<file path="config.mk">
export PLATFORM = sky130hd
export DESIGN_NAME = pipe_stage_buf
export DESIGN_NICKNAME = d
export VERILOG_FILES = /design/src/rtl/cpu_types_pkg.sv /design/src/rtl/pipe_stage_buf_ring_ptr.sv /design/src/rtl/pipe_stage_buf.sv
export SDC_FILE = /design/constraint.sdc
export NUM_CORES = 1
export LEC_CHECK = 0
export CELL_PAD_IN_SITES_DETAIL_PLACEMENT = 1
export CELL_PAD_IN_SITES_GLOBAL_PLACEMENT = 2
export CORE_UTILIZATION = 36
export DETAILED_ROUTE_END_ITERATION = 10
export GPL_TIMING_DRIVEN = 0
export PLACE_DENSITY_LB_ADDON = 0.08
export SLEW_MARGIN = 15
export SYNTH_ARGS = -nofsm -noshare
export SYNTH_HDL_FRONTEND = slang
export SYNTH_SLANG_ARGS = --single-unit
</file>
<file path="constraint.sdc">
create_clock -name CLK -period 5.5 [get_ports CLK]
set_clock_uncertainty 0.2 [all_clocks]
set_input_delay 1.1 -clock CLK [delete_from_list [all_inputs] [get_ports CLK]]
set_output_delay 1.1 -clock CLK [all_outputs]
set_load 0.005 [all_outputs]
</file>
<file path="src/rtl/cpu_types_pkg.sv">
// Shared CPU type definitions: pipeline buffer limits, counter type,
// stage payload structs and small elaboration helpers.
package cpu_types_pkg;

  localparam int PIPE_DEPTH_MAX = 8;

  typedef logic [3:0] pipe_cnt_t;

  // EX/MEM stage payload; callers cast it to and from the buffer's DATA_W.
  typedef struct packed {
    logic [31:0] alu_result;
    logic [31:0] store_data;
    logic [4:0]  rd;
    logic        reg_write;
    logic        mem_read;
    logic        mem_write;
    logic        halt;
  } exmem_t;

  // Pointer width for a ring of 'depth' slots, never narrower than one bit.
  function automatic int ptr_width(input int depth);
    return (depth > 1) ? $clog2(depth) : 1;
  endfunction

endpackage

</file>
<file path="src/rtl/pipe_stage_buf_ring_ptr.sv">
// Ring-buffer index that steps by one and wraps at DEPTH-1, so any
// depth works, not only powers of two.
module ring_ptr
  import cpu_types_pkg::*;
#(
  parameter int DEPTH = 2,
  localparam int PW = ptr_width(DEPTH)
) (
  input  logic          CLK,
  input  logic          RST,
  input  logic          clr,
  input  logic          inc,
  output logic [PW-1:0] ptr
);

  // Advance on inc with an explicit wrap; clr returns the index to slot 0.
  always_ff @(posedge CLK) begin
    if (RST || clr) begin
      ptr <= '0;
    end else if (inc) begin
      if (ptr == PW'(DEPTH - 1)) begin
        ptr <= '0;
      end else begin
        ptr <= ptr + PW'(1);
      end
    end
  end

endmodule

</file>
<file path="src/rtl/pipe_stage_buf.sv">
// Elastic pipeline stage register: a DEPTH-entry ring buffer with
// valid/ready on both sides, synchronous flush and a sticky halt.
module pipe_stage_buf
  import cpu_types_pkg::*;
#(
  parameter int DATA_W = 32,
  parameter int DEPTH  = 2,
  localparam int CW = $clog2(DEPTH + 1),
  localparam int PW = ptr_width(DEPTH)
) (
  input  logic              CLK,
  input  logic              RST,
  input  logic              in_valid,
  output logic              in_ready,
  input  logic [DATA_W-1:0] in_data,
  input  logic              in_halt,
  input  logic              flush,
  output logic              out_valid,
  input  logic              out_ready,
  output logic [DATA_W-1:0] out_data,
  output logic              out_halt,
  output logic              halted,
  output logic [CW-1:0]     count
);

  if (DEPTH < 1 || DEPTH > PIPE_DEPTH_MAX) begin : g_bad_depth
    $error("pipe_stage_buf: DEPTH must be within 1..PIPE_DEPTH_MAX");
  end

  logic [DATA_W-1:0] data_mem [DEPTH];
  logic [DEPTH-1:0]  halt_mem;
  logic [PW-1:0]     rd_ptr;
  logic [PW-1:0]     wr_ptr;
  logic              push;
  logic              pop;
  logic              push_act;
  logic              pop_act;

  // Handshakes depend only on registered state, so there is no ready-to-ready path.
  assign in_ready  = (count < CW'(DEPTH)) && !halted;
  assign out_valid = (count != '0);
  assign out_data  = data_mem[rd_ptr];
  assign out_halt  = halt_mem[rd_ptr];
  assign push      = in_valid && in_ready;
  assign pop       = out_valid && out_ready;
  assign push_act  = push && !flush;
  assign pop_act   = pop && !flush;

  ring_ptr #(.DEPTH(DEPTH)) u_wr_ptr (
    .CLK (CLK),
    .RST (RST),
    .clr (flush),
    .inc (push_act),
    .ptr (wr_ptr)
  );

  ring_ptr #(.DEPTH(DEPTH)) u_rd_ptr (
    .CLK (CLK),
    .RST (RST),
    .clr (flush),
    .inc (pop_act),
    .ptr (rd_ptr)
  );

  // Write the accepted entry into the slot at wr_ptr; reset wipes all slots.
  always_ff @(posedge CLK) begin
    if (RST) begin
      for (int i = 0; i < DEPTH; i++) begin
        data_mem[i] <= '0;
      end
      halt_mem <= '0;
    end else if (push_act) begin
      data_mem[wr_ptr] <= in_data;
      halt_mem[wr_ptr] <= in_halt;
    end
  end

  // Occupancy: push and pop together leave it unchanged; flush empties it.
  always_ff @(posedge CLK) begin
    if (RST || flush) begin
      count <= '0;
    end else begin
      case ({push_act, pop_act})
        2'b10:   count <= count + CW'(1);
        2'b01:   count <= count - CW'(1);
        default: count <= count;
      endcase
    end
  end

  // Halt latches once a halting entry leaves the stage and holds until reset.
  always_ff @(posedge CLK) begin
    if (RST) begin
      halted <= 1'b0;
    end else if (pop_act && out_halt) begin
      halted <= 1'b1;
    end
  end

`ifndef SYNTHESIS
  a_count_max : assert property (@(posedge CLK) disable iff (RST)
    count <= CW'(DEPTH));
  a_count_min : assert property (@(posedge CLK) disable iff (RST)
    (count == '0 && !push) |=> (count == '0));
`endif

endmodule

</file>
## After elaboration in Yosys (flattened, before gate mapping)

Memories as Yosys holds them, arrays and structs flattened. A register that Yosys moved wholly into a read port is not among the register bits.
Cells that the tools add are included.

| word-level totals | value |
|---|---|
| flip-flop bits (word level) | 7 |
| latch bits | 0 |
| memory bits (writable) | 64 |
| ROM bits | 0 |
| input bits | 38 |
| output and inout bits | 38 |
| word-level logic and storage cells | 47 |
| memories kept | 1 |

Memories:

| name | depth | width | read ports | clocked after memory_dff | write ports | line | source |
|---|---|---|---|---|---|---|---|
| data_mem | 2 | 32 | 1 | 1 | 2 | pipe_stage_buf.sv:30 | `logic [DATA_W-1:0] data_mem [DEPTH];` |

| operators by class | value |
|---|---|
| add/sub/neg operators | 4 |
| multipliers | 0 |
| div/mod/pow operators | 0 |
| magnitude comparators | 4 |
| eq/ne operators | 2 |
| shifts and indexed selects | 0 |
| mux-type cells | 18 |
| bitwise operators | 0 |
| reductions and logical operators | 13 |

Operators with widths:

| kind | count |
|---|---|
| 32-bit 2-to-1 mux | 1 |
| 32-bit OR reduction | 1 |
| 1-bit 2-to-1 mux | 14 |
| 1-bit logical AND | 7 |
| 1-bit by 2-bit < comparator with 1-bit output (second input constant) | 2 |
| 2-bit case mux with 2 select lines | 1 |
| 2-bit nonzero test | 2 |
| 1-bit adder (second input constant) | 2 |
| 2-bit by 1-bit adder with 2-bit output (second input constant) | 1 |
| 2-bit bitwise mux | 1 |
| 2-bit by 1-bit == test with 1-bit output (second input constant) | 1 |
| 2-bit == test (second input constant) | 1 |
| 1-bit logical NOT | 2 |
| 2-bit < comparator (second input constant) | 1 |
| 2-bit by 1-bit subtractor with 2-bit output (second input constant) | 1 |
| 1-bit demux with 1-bit select | 1 |
| 1-bit greater-or-equal comparator (second input constant) | 1 |
| 1-bit logical OR | 1 |

## Logic depth before layout (Yosys ltp)

Gate-level depths: netlist (run 1).

| logic depth | value |
|---|---|
| depth in word-level cells | 9 |
| mapped depth | 6 |
| gate-level depth less buffers | 6 |

## Modules after synthesis

A second synthesis (run 1) with hierarchy kept.

| second synthesis, totals | value |
|---|---|
| cells, all modules | 209 |
| area, all modules | 3156.8 um^2 |

Modules (own cells, without submodules):

| module | times used | cells an instance | area an instance (um^2) | sequential area each (um^2) |
|---|---|---|---|---|
| pipe_stage_buf | 1 | 203 | 3079.2 | 2021.9 |
| ring_ptr | 2 | 3 | 38.8 | 20.0 |

## Worst setup path before layout (run 1)

No wires, ideal clock.

| timing path | value |
|---|---|
| path kind | input-to-reg |
| start | input port flush |
| end | memory data_mem[0][0], enable pin |
| library setup time | 0.390 ns |
| arrival | 2.602 ns |
| data required time | 4.910 ns |
| setup slack | 2.308 ns |
| stages | 4 |
| buffers on the path | 1 |
| cells stage by stage | buf_6 > or4b_4 > nor2_2 > or2_1 |

RTL lines:

| item | line | source |
|---|---|---|
| start: declaration | pipe_stage_buf.sv:17 | `input logic flush,` |
| end: declaration | pipe_stage_buf.sv:30 |  |

==> results of run 1 <==
[cells by family after synthesis]
| family | count (synthesis) | synth area share (%) |
|---|---|---|
| and+or+nand+nor | 84 | 16.8 |
| DFF | 72 | 66.2 |
| muxes | 35 | 12.5 |
| buffers and inverters | 13 | 2.15 |
| AOI/OAI and AO/OA | 4 | 0.836 |
| xor gates and xnor gates | 4 | 1.11 |
| adders and majority gates | 1 | 0.398 |
[stage by stage]
step | hold slack (ns) | std cells | area, um^2 | setup WS, ns
6_report | 0.285 | 410 | 4270 | 2.15
5_1_grt | 0.322 | 410 | 4270 | 2.03
4_1_cts | 0.291 | 410 | 4270 | 2.09
3_5_place_dp | 0.274 | 394 | 4070 | 2.08
3_3_place_gp | 0.264 | 392 | 4020 | 1.35
2_1_floorplan | 0.247 | 213 | 3140 | 2.31
[routing by layer]
| layer | vias to the layer above | GRT usage (%) | routed length, um |
|---|---|---|---|
| met5 | - | 0 | 0 |
| met3 | 9 | 3.03 | 270 |
| met4 | 0 | 5.97 | 75 |
| met1 | 941 | 19.1 | 2930 |
| met2 | 50 | 25.5 | 3150 |
| li1 | 934 | - | - |
[registers in the layout (all words and copies together) (netlist names), named ones only]
name,flops
u_wr_ptr.ptr,1
u_rd_ptr.ptr,1
halt_mem,2
halted,1
count,2
data_mem,64
[power groups by stage]
stage	Clock (mW)	Sequential, mW	Combinational, mW
6_report	0.413	0.628	0.123
5_1_grt	0.439	0.631	0.134
4_1_cts	0.421	0.629	0.125
3_5_place_dp	0	0.641	0.124
3_3_place_gp	0	0.641	0.118
2_1_floorplan	0	0.639	0.0444
[layout make-up]
cell class	count	area (um^2)
Clock buffer	9	124
Buffer	12	63.8
Tap cell	105	131
Inverter	1	3.75
Multi-Input combinational cell	128	997
Timing Repair Buffer	76	796
Sequential cell	72	2080
Fill cell	857	4070
Clock inverter	7	72.6
[placed cells by master, fill, tap and decap left out, types with 3 or more instances in the layout]
| cell type | Yosys | routed |
|---|---|---|
| and2_1 | 64 | 64 |
| buf_2 | 3 | 3 |
| clkbuf_2 | 6 | 6 |
| clkbuf_8 | 0 | 9 |
| clkdlybuf4s50_1 | 0 | 74 |
| dfxtp_1 | 8 | 8 |
| edfxtp_1 | 64 | 64 |
| mux2_1 | 3 | 3 |
| mux2_2 | 30 | 30 |
| nand2b_1 | 4 | 3 |
| nor2_1 | 4 | 4 |
| nor3_1 | 3 | 3 |
| xor2_1 | 3 | 3 |
[worst paths after layout]
path                      to   startpoint  cells past startpoint
max              out_data[1]     register                      4
min              halt_mem[1]  halt_mem[1]                      2
max reg2reg  data_mem[0][17]     count[1]                      4
min reg2reg      halt_mem[1]  halt_mem[1]                      2
[critical path: stages, from the launching register on]
cell,delay (ns)
dfxtp_1,0.32
clkbuf_1,0.23
buf_2,0.32
mux2_2,0.37
clkdlybuf4s50_1,0.48
==> run summary, run 1 <==
Run status: completed
Worst-Margin Slew: 0.404 ns
Switching Fraction: 21.9%
Port bufs: 74
Starting density of the core: 37.7%
Fin crit share: 61.0%
Internal power: 0.909 mW
Synth area leader: edfxtp_1
Synth Net Count: 252
Clock transition at the registers of the reported paths: 0.08 ns
Share of total power in the clock network: 35.5%
Critical Path RT: 4.20 ns
Number of synthesized flops with an enable pin: 64
CTS Root Cell: clkbuf_8
Final Max Tran Viols: 0
Netlist cell types: 29
Mapped Cells: 213
Initial DRC Count: 26
Fmax: 298 MHz
Seq/Total Area, Yosys: 66.2%
Critical Path Source Type: register
Relative slew margins: 73.1%
CTS tree: done
P_sw: 0.255 mW
Final Net Count: 339
Placer Congestion: 0.683
Row count: 33
Layout cell share with drive strength beyond 1: 21.0%
Setup bufs post-CTS: 0
Ranking of synthesized cells by area: edfxtp_1 (61%), and2_1 (13%), mux2_2 (11%)
Drt total wl: 6430 um
DP HPWL: 4440 um
Seq pwr share: 54.0%
Min Tclk post-route: 3.35 ns
GRT Residual Overflow: 0
Pwr per Cell Area: 273 mW/mm^2
RSZ-0062 raised after global routing: no
Final Power: 1.16 mW
Die Width: 95.5 um
Final setup fails: 0
Yosys warnings: 0
Total CTS buffers: 9
Count of cells resized by post-cts repair: 0
# diodes: 0
Via count: 1934
Final hold vios: 0
#FFs+latches synth: 72
WS Path Type: reg2out
Clk sink count: 72
Post-synth top flop: edfxtp_1
Clock buffer depth: 2
Number of global-route vias before repair: 2035
Post-synthesis cell area: 0.00314 mm^2
Drt pass-1 iters: 3
Logic gate share of total power: 10.5%
ANT nets after route: 0
Clk Latency, worst-skew pair: 0.33 ns
Critical Path AT: 2.05 ns
Die height: 95.5 um
# DRC: 0
Htree depth: 3
P&R area growth vs syn: 35.8%
CP endpoint kind: output port
Vias per cell: 4.72
Synth cell count leaders: and2_1 (64), edfxtp_1 (64), mux2_2 (30)
IO Pins: 76
Hold_buf cts: 0
Peak VDD IR: 0.115 mV
First-pass GRT wire length: 9960 um
WL per Instance: 15.7 um
FFs w/ async S/R, synth: 0%
Sum Neg Setup Slack: 0 ns
Largest net degree at the start of global routing: 22
Static leakage: 1.61 nW
Initial antenna violation count: 0
Final core utilization: 51.2%
Core area: 0.00834 mm^2
Crit path max fanout: 10
Synth top area share: 61.1%
HP Class: reg2reg
Syn avg cell area: 14.8 um^2
GR Util All Layers: 15.1%
Slack of the worst reg-to-reg path: 3.29 ns
Die area: 0.00911 mm^2
# Max-Cap Violations: 0
Note: power is estimated with default switching activity, not from simulation.
==> run 2: changes to the inputs <==
--- a/config.mk
+++ b/config.mk
@@ -7,7 +7,7 @@
 export LEC_CHECK = 0
 export CELL_PAD_IN_SITES_DETAIL_PLACEMENT = 1
 export CELL_PAD_IN_SITES_GLOBAL_PLACEMENT = 2
-export CORE_UTILIZATION = 36
+export CORE_UTILIZATION = 30
 export DETAILED_ROUTE_END_ITERATION = 10
 export GPL_TIMING_DRIVEN = 0
 export PLACE_DENSITY_LB_ADDON = 0.08
==> constraint.sdc (replaced) <==
create_clock -name CLK -period 2.9 [get_ports CLK]
set_clock_uncertainty 0.2 [all_clocks]
set_input_delay 0.58 -clock CLK [delete_from_list [all_inputs] [get_ports CLK]]
set_output_delay 0.58 -clock CLK [all_outputs]
set_load 0.005 [all_outputs]
==> run summary, run 2 (synthesized netlist as in run 1, its figures left out) <==
Clk sink count: 72 (unchanged)
Core area: 0.0102 mm^2 (was 0.00834 mm^2)
Initial antenna violation count: 0 (unchanged)
# DRC: 0 (unchanged)
RSZ-0062 raised after global routing: yes (was no)
Largest reg by FF count: data_mem (unchanged)
Vias per cell: 4.36 (was 4.72)
Clk Latency, worst-skew pair: 0.33 ns (about the same)
Initial DRC Count: 25 (was 26)
Reg2reg path depth: 4 (unchanged)
Die Width: 104 um (was 95.5 um)
Min Tclk post-route: 2.80 ns
Clock transition at the registers of the reported paths: 0.07 ns (was 0.08 ns)
Relative slew margins: 71.1% (was 73.1%)
Critical Path AT: 2.02 ns (was 2.05 ns)
Peak VDD IR: 0.158 mV (was 0.115 mV)
Final Max Tran Viols: 0 (unchanged)
Worst-Margin Slew: 0.434 ns (was 0.404 ns)
Static leakage: 1.59 nW (was 1.61 nW)
CTS tree: done (unchanged)
Most common cell after layout, fill and taps aside: clkdlybuf4s50_1 (unchanged)
HP Class: in2reg (was reg2reg)
Final core utilization: 41.7% (was 51.2%)
Finished Layout Cells: 440 (was 410)
Row count: 37 (was 33)
Drt pass-1 iters: 4 (was 3)
Commonest non-fill, non-tap cells in the layout: clkdlybuf4s50_1 (74), and2_1 (64), edfxtp_1 (64) (unchanged)
Largest registers: data_mem: 64 flops, count: 2 flops, halt_mem: 2 flops (unchanged)
IO Pins: 76 (unchanged)
Placed Instances: 425 (was 394)
Max FFs per register: 64 (unchanged)
Die area: 0.0109 mm^2 (was 0.00911 mm^2)
Clock buffer depth: 2 (unchanged)
Layout cell share with drive strength beyond 1: 19.7% (was 21.0%)
# Max-Cap Violations: 0 (unchanged)
Htree depth: 3 (unchanged)
Critical Path RT: 2.12 ns (was 4.20 ns)
# diodes: 0 (unchanged)
WL per Instance: 15.1 um (was 15.7 um)
CTS Root Cell: clkbuf_8 (unchanged)
Starting density of the core: 30.7% (was 37.7%)
ANT nets after route: 0 (unchanged)
Die height: 104 um (was 95.5 um)
Fill cells: 1088 (was 857)
Fin area: 0.00427 mm^2 (about the same)
Fin crit share: 96.6%
Crit path max fanout: 10 (unchanged)
DP HPWL: 4580 um (was 4440 um)
Via count: 1919 (was 1934)
Reg area: 0.00208 mm^2 (unchanged)
Hold depth: 2 (unchanged)
Largest net degree at the start of global routing: 26 (was 22)
First-pass GRT wire length: 10400 um (was 9960 um)
Port bufs: 74 (unchanged)
Fmax: 357 MHz
Run status: completed (unchanged)
Critical Path Source Type: register (unchanged)
Drt total wl: 6640 um (was 6430 um)
Final hold vios: 0 (unchanged)
Area taken by multi-input logic gates: 997 um^2 (unchanged)
Total CTS buffers: 9 (unchanged)
Final setup fails: 0 (unchanged)
DP Area: 0.00411 mm^2 (was 0.00407 mm^2)
Sum Neg Setup Slack: 0 ns (unchanged)
WS Path Type: reg2out (unchanged)
Pwr per Cell Area: 485 mW/mm^2 (was 273 mW/mm^2)
Final Net Count: 339 (unchanged)
GRT Residual Overflow: 0 (unchanged)
Number of global-route vias before repair: 2021 (was 2035)
P&R area growth vs syn: 35.7% (was 35.8%)
Placer Congestion: 0.705 (was 0.683)
CP endpoint kind: output port (unchanged)
GR Util All Layers: 12.7% (was 15.1%)
run 2: area by class of cell:
class	count	area share, %
Inverter	1	0.0880
Buffer	12	1.67
Multi-Input combinational cell	128	23.4
Tap cell	136	3.99
Clock buffer	10	2.99
Sequential cell	72	48.8
Clock inverter	5	0.587
Timing Repair Buffer	76	18.5
run 2: critical path: stages, from the launching register on:
cell             delay, ns
dfxtp_1               0.31
clkbuf_1              0.24
clkbuf_4              0.31
mux2_2                0.38
clkdlybuf4s50_1       0.45
run 2: path summary, 6_finish.rpt:
path / from / endpoint / slack [ns]
worst max-delay path: register / out_data[31] / 0.1
worst min-delay path: flush / u_wr_ptr.ptr / 0.24
worst max register to register: count[1] / data_mem[0][17] / 0.80
worst min register to register: halt_mem[0] / halt_mem[0] / 0.28
run 2: timing repair:
action / in CTS / in global routing
gates resized for setup: 0 / 3
hold buffers: 0 / 0
setup endpoints to repair: 0 / 30
hold endpoints to repair: 0 / 0
setup buffers: 0 / 0
run 2: power breakdown:
part | internal [mW] | switching [mW]
logic | 0.146 | 0.0866
clock network | 0.297 | 0.345
registers | 1.18 | 0.0123
run 2: per-layer routing:
layer / track usage [%] / share of wire (%)
met5: 0 / 0
met4: 6.12 / 1.4
met3: 3.01 / 4.7
met2: 21.2 / 49
met1: 15.4 / 45
run 2: through the flow:
step           worst slack, ns  hold slack [ns]  total power, mW
6_report                0.0997            0.239             2.07
5_1_grt               -0.00875            0.229             2.16
4_1_cts                0.00951            0.216             2.11
3_5_place_dp            0.0594            0.271             1.45
3_3_place_gp            -0.789            0.264             1.44
2_1_floorplan            0.228            0.247             1.30
==> run 3: changes to the inputs <==
--- a/config.mk
+++ b/config.mk
@@ -7,11 +7,12 @@
 export LEC_CHECK = 0
 export CELL_PAD_IN_SITES_DETAIL_PLACEMENT = 1
 export CELL_PAD_IN_SITES_GLOBAL_PLACEMENT = 2
-export CORE_UTILIZATION = 30
+export CORE_UTILIZATION = 31
 export DETAILED_ROUTE_END_ITERATION = 10
 export GPL_TIMING_DRIVEN = 0
 export PLACE_DENSITY_LB_ADDON = 0.08
 export SLEW_MARGIN = 15
 export SYNTH_ARGS = -nofsm -noshare
 export SYNTH_HDL_FRONTEND = slang
+export SYNTH_HIERARCHICAL = 1
 export SYNTH_SLANG_ARGS = --single-unit
==> run summary, run 3 <==
Largest registers: data_mem: 64 flops, count: 2 flops, halt_mem: 2 flops (unchanged)
Min Tclk post-route: 2.67 ns (was 2.80 ns)
Fmax: 374 MHz (was 357 MHz)
First-pass GRT wire length: 10300 um (was 10400 um)
Syn avg cell area: 15.1 um^2 (was 14.8 um^2)
Critical Path Source Type: register (unchanged)
Port bufs: 75 (was 74)
# DRC: 0 (unchanged)
Synth area leader: edfxtp_1 (unchanged)
Synth top area share: 60.9% (was 61.1%)
Most common cell after layout, fill and taps aside: clkdlybuf4s50_1 (unchanged)
Final Power: 2.13 mW (was 2.07 mW)
Final Max Tran Viols: 0 (unchanged)
Htree depth: 3 (unchanged)
Seq/Total Area, Yosys: 65.3% (was 66.2%)
Relative slew margins: 66.0% (was 71.1%)
Hold_buf cts: 0 (unchanged)
Share of total power in the clock network: 34.1% (was 31.1%)
Ranking of synthesized cells by area: edfxtp_1 (61%), mux2_2 (12%), and2_1 (8.3%) (was edfxtp_1 (61%), and2_1 (13%), mux2_2 (11%))
Starting density of the core: 32.1% (was 30.7%)
Final hold vios: 0 (unchanged)
Seq pwr share: 55.2% (was 57.7%)
Initial antenna violation count: 0 (unchanged)
ANT nets after route: 0 (unchanged)
WL per Instance: 15.2 um (was 15.1 um)
GRT Residual Overflow: 0 (unchanged)
Reg area: 0.00206 mm^2 (was 0.00208 mm^2)
IO Pins: 76 (unchanged)
CP endpoint kind: output port (unchanged)
Total CTS buffers: 9 (unchanged)
Placed Instances: 418 (was 425)
P_sw: 0.444 mW (about the same)
Synth Net Count: 248 (was 252)
Drt total wl: 6540 um (was 6640 um)
Clk sink count: 71 (was 72)
#FFs+latches synth: 71 (was 72)
Routed wl met2: 3350 um (was 3270 um)
HP Class: reg2reg (was in2reg)
Synth cell count leaders: edfxtp_1 (64), and2_1 (42), mux2_2 (33) (was and2_1 (64), edfxtp_1 (64), mux2_2 (30))
Run status: completed (unchanged)
Finished Layout Cells: 431 (was 440)
Uppermost routed layer: met4 (unchanged)
Post-synthesis cell area: 0.00316 mm^2 (was 0.00314 mm^2)
Clk Latency, worst-skew pair: 0.33 ns (about the same)
Peak VDD IR: 0.191 mV (was 0.158 mV)
Fin area: 0.00429 mm^2 (was 0.00427 mm^2)
Fin crit share: 92.2% (was 96.6%)
RSZ-0062 raised after global routing: no (was yes)
Row count: 36 (was 37)
# diodes: 0 (unchanged)
Worst-Margin Slew: 0.510 ns (was 0.434 ns)
Crit path max fanout: 10 (unchanged)
Die area: 0.0106 mm^2 (was 0.0109 mm^2)
Critical Path RT: 2.12 ns (about the same)
DP Area: 0.00410 mm^2 (was 0.00411 mm^2)
Most common cell in the netlist: edfxtp_1
Static leakage: 1.60 nW (was 1.59 nW)
Mapped Cells: 209 (was 213)
Layout cell share with drive strength beyond 1: 29.9% (was 19.7%)
Vias per cell: 4.39 (was 4.36)
Yosys warnings: 6 (was 0)
Switching Fraction: 20.8% (was 21.5%)
Largest net degree at the start of global routing: 33 (was 26)
FFs w/ async S/R, synth: 0% (unchanged)
GR Util All Layers: 13.6% (was 12.7%)
Critical path origin: u_rd_ptr/ptr
Number of global-route vias before repair: 2031 (was 2021)
Final setup fails: 0 (unchanged)
Hold Startpoint: halt_mem[0] (was flush)
Initial DRC Count: 45 (was 25)
Area taken by multi-input logic gates: 0.00104 mm^2 (was 997 um^2)
CTS Root Cell: clkbuf_8 (unchanged)
Internal power: 1.69 mW (was 1.62 mW)
DP HPWL: 4440 um (was 4580 um)
Sum Neg Setup Slack: 0 ns (unchanged)
Netlist cell types: 28 (was 29)
Commonest non-fill, non-tap cells in the layout: clkdlybuf4s50_1 (75), edfxtp_1 (64), and2_1 (42) (was clkdlybuf4s50_1 (74), and2_1 (64), edfxtp_1 (64))
Critical Path AT: 1.89 ns (was 2.02 ns)
Met3 WL post-DR: 274 um (was 315 um)
Reg2reg path depth: 5 (was 4)
Via count: 1894 (was 1919)
Hold depth: 2 (unchanged)
Post-synth top flop: edfxtp_1 (unchanged)
Logic gate share of total power: 10.6% (was 11.3%)
Clock buffer depth: 2 (unchanged)
RR Startpoint: count[1] (unchanged)
Placer Congestion: 0.675 (was 0.705)
Final Net Count: 334 (was 339)
Fill cells: 1055 (was 1088)
P&R area growth vs syn: 35.9% (was 35.7%)
Clock transition at the registers of the reported paths: 0.07 ns (about the same)
Metal1 wirelength: 2840 um (was 2970 um)
# Max-Cap Violations: 0 (unchanged)
Drt pass-1 iters: 4 (unchanged)
Number of synthesized flops with an enable pin: 64 (unchanged)
Largest reg by FF count: data_mem (unchanged)
Die Width: 103 um (was 104 um)
Die height: 103 um (was 104 um)
Max FFs per register: 64 (unchanged)
Pwr per Cell Area: 497 mW/mm^2 (was 485 mW/mm^2)
Core area: 0.00982 mm^2 (was 0.0102 mm^2)
WS Path Type: reg2out (unchanged)
CTS tree: done (unchanged)
==> run 3: cell count changes after synthesis, sizes merged, moves of 2 or more <==
cell    previous run  this run
xor2               3         1
nor2               5         3
buf                4         1
xnor2              1         3
clkbuf             8        10
==> run 3: layout make-up <==
cell class / count / area share (%)
Buffer: 10 / 1.34
Timing Repair Buffer: 76 / 18.1
Multi-Input combinational cell: 125 / 24.3
Inverter: 2 / 0.175
Sequential cell: 71 / 48.1
Tap cell: 133 / 3.88
Clock inverter: 5 / 1.20
Clock buffer: 9 / 2.89
==> run 3: through the flow <==
| stage | hold slack, ns | worst slack, ns | util, % |
|---|---|---|---|
| after floorplan | 0.246 | 0.550 | - |
| after global placement | 0.258 | -0.722 | 41.5 |
| after detailed placement | 0.268 | -0.372 | 41.8 |
| after CTS | 0.280 | 0.0280 | 43.7 |
| after global routing | 0.295 | 0.0881 | 43.7 |
| final | 0.276 | 0.227 | 43.7 |
==> run 3: routing by layer <==
layer	vias to the layer above	GRT usage, %
met5	-	0
met4	0	5.20
met3	7	3.80
met2	51	23.3
met1	926	16.4
li1	910	-
==> run 3: final timing paths <==
kind,endpoint,slack [ns]
max,out_data[15],0.23
min,halt_mem[0],0.28
max reg2reg,count[1],0.72
min reg2reg,halt_mem[0],0.28
==> run 3: cells by family (layout without fill, tap and decap cells) <==
kind of cell	count (synthesis)	after routing	synth area share (%)
DFF	71	71	65.3
AOI/OAI and AO/OA	3	3	0.674
xor gates and xnor gates	4	4	1.11
and+or+nand+nor	82	82	18.3
muxes	35	35	12.4
buffers and inverters	13	102	1.82
adders and majority gates	1	1	0.396
==> run 3: repair_timing <==
item                                    CTS  global route
gates resized for setup                   7             1
buffers inserted                          0             0
endpoints found under the setup margin   39             6
==> run 3: critical path, cell delays in order (launching register included) <==
cell and delay [ns]:
dfxtp_2 0.45, clkbuf_4 0.29, mux2_2 0.36, clkdlybuf4s50_1 0.47
==> run 3: power groups by stage <==
| stage | Clock (mW) | Sequential [mW] | Combinational (mW) |
|---|---|---|---|
| finish | 0.728 | 1.18 | 0.226 |
| global route | 0.802 | 1.18 | 0.247 |
| CTS | 0.758 | 1.18 | 0.233 |
| detailed placement | 0 | 1.20 | 0.230 |
| global placement | 0 | 1.20 | 0.224 |
| floorplan | 0 | 1.20 | 0.0822 |
